$ cat src/rtl/register_file.sv
// General-purpose register file: two combinational read ports with write-first
// bypass, hardwired $zero, and a post-reset clear sequencer in place of a per-entry reset.
module register_file #(
  parameter int unsigned DATA_WIDTH     = 32,
  parameter int unsigned ADDRESS_WIDTH  = 5,
  parameter int unsigned REGISTER_COUNT = 32
) (
  input  logic                     clock,
  input  logic                     reset,
  input  logic                     register_read_enable_a,
  input  logic [ADDRESS_WIDTH-1:0] register_read_address_a,
  output logic [DATA_WIDTH-1:0]    register_read_data_a,
  input  logic                     register_read_enable_b,
  input  logic [ADDRESS_WIDTH-1:0] register_read_address_b,
  output logic [DATA_WIDTH-1:0]    register_read_data_b,
  input  logic                     register_write_enable,
  input  logic [ADDRESS_WIDTH-1:0] register_write_address,
  input  logic [DATA_WIDTH-1:0]    register_write_data,
  input  logic [ADDRESS_WIDTH-1:0] debug_address,
  output logic [DATA_WIDTH-1:0]    debug_data,
  output logic                     ready,
  output logic                     write_dropped
);

  typedef enum logic {
    CLEAR = 1'b0,
    READY = 1'b1
  } state_t;

  localparam logic [ADDRESS_WIDTH-1:0] LAST_INDEX = ADDRESS_WIDTH'(REGISTER_COUNT - 1);
  localparam logic [ADDRESS_WIDTH-1:0] FIRST_INDEX = ADDRESS_WIDTH'(1);

  state_t                   state_q;
  logic [ADDRESS_WIDTH-1:0] clear_index_q;
  logic                     ready_q;
  logic                     write_dropped_q;
  logic [DATA_WIDTH-1:0]    regs_q [REGISTER_COUNT];

  logic write_request;
  logic write_commit;
  logic bypass_ok;

  // Writes to $zero are not requests at all, so they never set the drop flag.
  assign write_request = register_write_enable && (register_write_address != '0);
  assign write_commit  = write_request && !reset && (state_q == READY);
  assign bypass_ok     = register_write_enable && (state_q == READY);

  // Control FSM: clear sequencer walks entries 1..REGISTER_COUNT-1, then holds READY.
  always_ff @(posedge clock) begin
    if (reset) begin
      state_q         <= CLEAR;
      clear_index_q   <= FIRST_INDEX;
      ready_q         <= 1'b0;
      write_dropped_q <= 1'b0;
    end else if (state_q == CLEAR) begin
      clear_index_q <= clear_index_q + FIRST_INDEX;
      if (write_request) begin
        write_dropped_q <= 1'b1;
      end
      if (clear_index_q == LAST_INDEX) begin
        state_q <= READY;
        ready_q <= 1'b1;
      end
    end
  end

  // Storage has no reset so it can map onto distributed RAM.
  always_ff @(posedge clock) begin
    if (!reset && (state_q == CLEAR)) begin
      regs_q[clear_index_q] <= '0;
    end else if (write_commit) begin
      regs_q[register_write_address] <= register_write_data;
    end
  end

  always_comb begin
    register_read_data_a = '0;
    if (!reset && ready_q && register_read_enable_a && (register_read_address_a != '0)) begin
      if (bypass_ok && (register_write_address == register_read_address_a)) begin
        register_read_data_a = register_write_data;
      end else begin
        register_read_data_a = regs_q[register_read_address_a];
      end
    end
  end

  always_comb begin
    register_read_data_b = '0;
    if (!reset && ready_q && register_read_enable_b && (register_read_address_b != '0)) begin
      if (bypass_ok && (register_write_address == register_read_address_b)) begin
        register_read_data_b = register_write_data;
      end else begin
        register_read_data_b = regs_q[register_read_address_b];
      end
    end
  end

  // Debug view shows committed contents only.
  always_comb begin
    debug_data = '0;
    if (ready_q && (debug_address != '0)) begin
      debug_data = regs_q[debug_address];
    end
  end

  assign ready         = ready_q;
  assign write_dropped = write_dropped_q;

endmodule

$ cat config.mk
export PLATFORM = sky130hd
export DESIGN_NAME = register_file
export DESIGN_NICKNAME = d
export VERILOG_FILES = /design/src/rtl/register_file.sv
export SDC_FILE = /design/constraint.sdc
export NUM_CORES = 2
export LEC_CHECK = 0
export BUFFER_PORTS_ARGS = -buffer_cell sky130_fd_sc_hd__buf_4
export CAP_MARGIN = 20
export CELL_PAD_IN_SITES_DETAIL_PLACEMENT = 0
export CELL_PAD_IN_SITES_GLOBAL_PLACEMENT = 1
export CORE_AREA = 2 2 620 375
export CTS_CLUSTER_SIZE = 20
export DETAILED_ROUTE_END_ITERATION = 10
export DIE_AREA = 0 0 622 377
export GPL_ROUTABILITY_DRIVEN = 0
export PLACE_DENSITY_LB_ADDON = 0.3
export SLEW_MARGIN = 25
export SYNTH_ARGS = -nofsm -noshare
export SYNTH_HDL_FRONTEND = slang
export SYNTH_SLANG_ARGS = --single-unit
$ cat constraint.sdc
create_clock -name clock -period 3.84 [get_ports clock]
set_clock_uncertainty 0.15 [all_clocks]
set_input_delay 0.384 -clock clock [delete_from_list [all_inputs] [get_ports clock]]
set_output_delay 0.384 -clock clock [all_outputs]
set_load 0.05 [all_outputs]
==> run_results.csv <==
group,metric,value,unit
synthesis,avgSynthCellArea,17.17,sq um
critical_path,critPathLaunchType,"flip-flop",
grt,grt_usage,21.26,%
cells_and_area,fin_cells,6729,
sta,period_share,99.09,%
sta,rsz0062_at_grt,"false",
critical_path,crit_path_end_kind,"output pin",
synthesis,synthFlopType,"edfxtp_1",
routing,drt_pass1_iterations,6,
synthesis,synth-seq-cells,1032,
placement,place_hpwl,163000,um
floorplanning,die_h,377,um
synthesis,synth.area.top_cells,"edfxtp_1, mux4_2, mux2i_1",
cells_and_area,syn2layout_area_growth,20.43,%
synthesis,synth_compound_area_share,8.342,%
routing,wl,255200,um
grt,overflow,0,
floorplanning,initial_core_util,24.93,%
floorplanning,die_x,622,um
power,power.total,25.82,mW
synthesis,synth.most_common_cell,"edfxtp_1",
critical_path,critPathRequiredTime,3.31,ns
placement,place_inst,6531,
cts,postCtsSetupBuffers,0,
sta,max_clock_freq,262.8,MHz
sta,setup_viol_count_final,0,
critical_path,critical_path_class,"reg2out",
floorplanning,dieArea,234500,sq um
cts,insertion_delay,0.73,ns
floorplanning,ios,155,
critical_path,cp_max_fo,31,
synthesis,synthSimpleGateAreaFrac,2.239,%
grt,grt_pass1_vias,37958,
synthesis,synth_cell_types,52,
power,p_switching,6.655,mW
sta,hold_viol_final,0,
sta,slew_viol_final,0,
synthesis,synth-warning-count,0,
synthesis,netlist.area_leader.share,54.01,%
grt,antenna_found_initial,12,
power,p_leak,20.96,nW
power,ir_drop,0.3567,mV
cts,cts_buffers,100,
synthesis,yosys.area.top_type,"edfxtp_1",
synthesis,synth_xor_area_share,0.1846,%
synthesis,synth_top_family_by_area,"multiplexers",
hold_path,hold_path_class,"in2reg",
floorplanning,coreArea,228400,sq um
routing,vias,39612,
power,power_density,376.6,nW/um^2
sta,tns,0,ns
cts,cts_tree,"yes",
cells_and_area,fin_util,30.03,%
routing,final_antenna_net_count,0,
critical_path,cp_data_arrival_time,3.27,ns
synthesis,ys_async_sr_fraction,0,%
power,combPwrFrac,10.9,%
grt,grt_pass1_wl,344800,um
run_status,status,"finished clean",
synthesis,syn-cell-area,56930,sq um
sta,max_slew.worst_pin.slew,1.038,ns
power,pwr-share-seq,48.1,%
sta,timing.hold.ws,0.1500,ns
cells_and_area,drive_gt1_share,37.80,%
power,swShare,25.78,%
routing,wl_per_cell,37.93,um
cts,clk_pin_slew,0.07,ns
cells_and_area,nets,3660,
routing,drc,0,
grt,grt_max_degree,67,
cts,ctsLongestPathBuffers,3,
synthesis,synth_fa_ha_area_share,0.04395,%
floorplanning,std_cell_rows,136,
power,clkPwrFrac,41.0,%
placement,io_buffers,154,
synthesis,synth_commonest_cells,"edfxtp_1, mux4_2, mux2i_1",
flow_run,drv_cap,0,
synthesis,synthMuxAreaShare,32.05,%
sta,fin_crit,3.805,ns
cts,cts-root-buf,"clkbuf_16",
synthesis,synth_edf_count,1024,
synthesis,synth_nets,3374,
routing,drt_iter0_drc,5957,
cts,htreeDepth,3,
power,p_int,19.16,mW
cts,clock-sinks,1032,
sta,slew-limit-headroom,30.80,%
synthesis,synthCells,3315,
synthesis,yosysSeqAreaShare,54.29,%
routing,avgViaCountPerCell,5.887,
stage by stage:
| stage | worst slack [ns] | cell area (sq um) |
|---|---|---|
| 2_1_floorplan | 0.09982 | 56930 |
| 3_3_place_gp | 0.2649 | 65140 |
| 3_5_place_dp | 0.2812 | 65150 |
| 4_1_cts | 0.1002 | 68550 |
| 5_1_grt | 0.04267 | 68560 |
| 6_report | 0.03501 | 68570 |
path summary, 6_finish.rpt:
kind	start	end	slack, ns	cells after the start
worst max-delay path	ready$_SDFFE_PP0P_	register_read_data_b[0]	0.04	7
worst min register to register	clear_index_q[4]$_SDFFE_PP0N_	clear_index_q[4]$_SDFFE_PP0N_	0.45	2
worst max register to register	state_q$_SDFF_PP0_	regs_q[16][23]$_DFFE_PP_	0.68	6
worst min-delay path	register_write_data[13]	regs_q[9][13]$_DFFE_PP_	0.15	3
state kept, by name (all words and copies together), names as in the netlist:
name	cells
clear_index_q	5
state_q	1
write_dropped	1
regs_q	1024
ready	1
critical path: stages (launching register included):
cell and delay [ns]:
dfxtp_2 0.48, nand3b_1 0.30, a21oi_2 0.32, o311ai_4 0.15, buf_12 0.25, a211oi_1 0.40
a211o_1 0.35, buf_4 0.27
layout by cell type, fill, tap and decap left out, drive strengths merged, types with 50 or more instances in the layout:
cell	Yosys	layout
a211o	52	52
a211oi	104	104
a21oi	65	65
a221oi	91	91
a22oi	65	65
buf	189	506
clkbuf	138	111
clkinv	0	50
edfxtp	1024	1024
mux2	58	58
mux2i	392	392
mux4	607	607
nor2	65	65
o221ai	55	55
o22ai	58	58
cells by family after synthesis:
logic type,Yosys count
muxes,1057
AOI/OAI and AO/OA,619
DFF,1032
adders and majority gates,2
and+or+nand+nor,253
xor gates and xnor gates,12
buffers and inverters,340
per-layer routing:
| layer | track usage (%) | up-vias | wire length [um] |
|---|---|---|---|
| met5 | 0 | - | 13 |
| met4 | 4.167 | 2 | 5009 |
| met3 | 6.599 | 281 | 31220 |
| met2 | 30.25 | 2841 | 106900 |
| met1 | 31.53 | 21386 | 112000 |
| li1 | - | 15102 | - |
power by group through the flow:
stage	logic, mW	registers, mW	clock network (mW)
after global placement	2.78	12.7	0
after detailed placement	2.77	12.7	0
after global routing	2.91	12.4	11.2
final	2.81	12.4	10.6
after floorplan	1.61	12.6	0
after CTS	2.78	12.4	10.7
area by class of cell:
cell class,count,area [sq um]
diodes,5,12.51
flip-flops and latches,1032,30910
clock inverters,79,807.0
inverters,13,48.80
fillers,22360,159800
multi-input cells,1943,24820
repair buffers,511,5627
well taps,3036,3799
clock buffers,110,2540
timing repair:
item,CTS,global route
resized for setup,5,2
hold endpoints to repair,8,0
endpoints found under the setup margin,29,2
hold buffers,4,0
gates cloned,0,0
No activity file was read; power rests on OpenSTA's default activity.
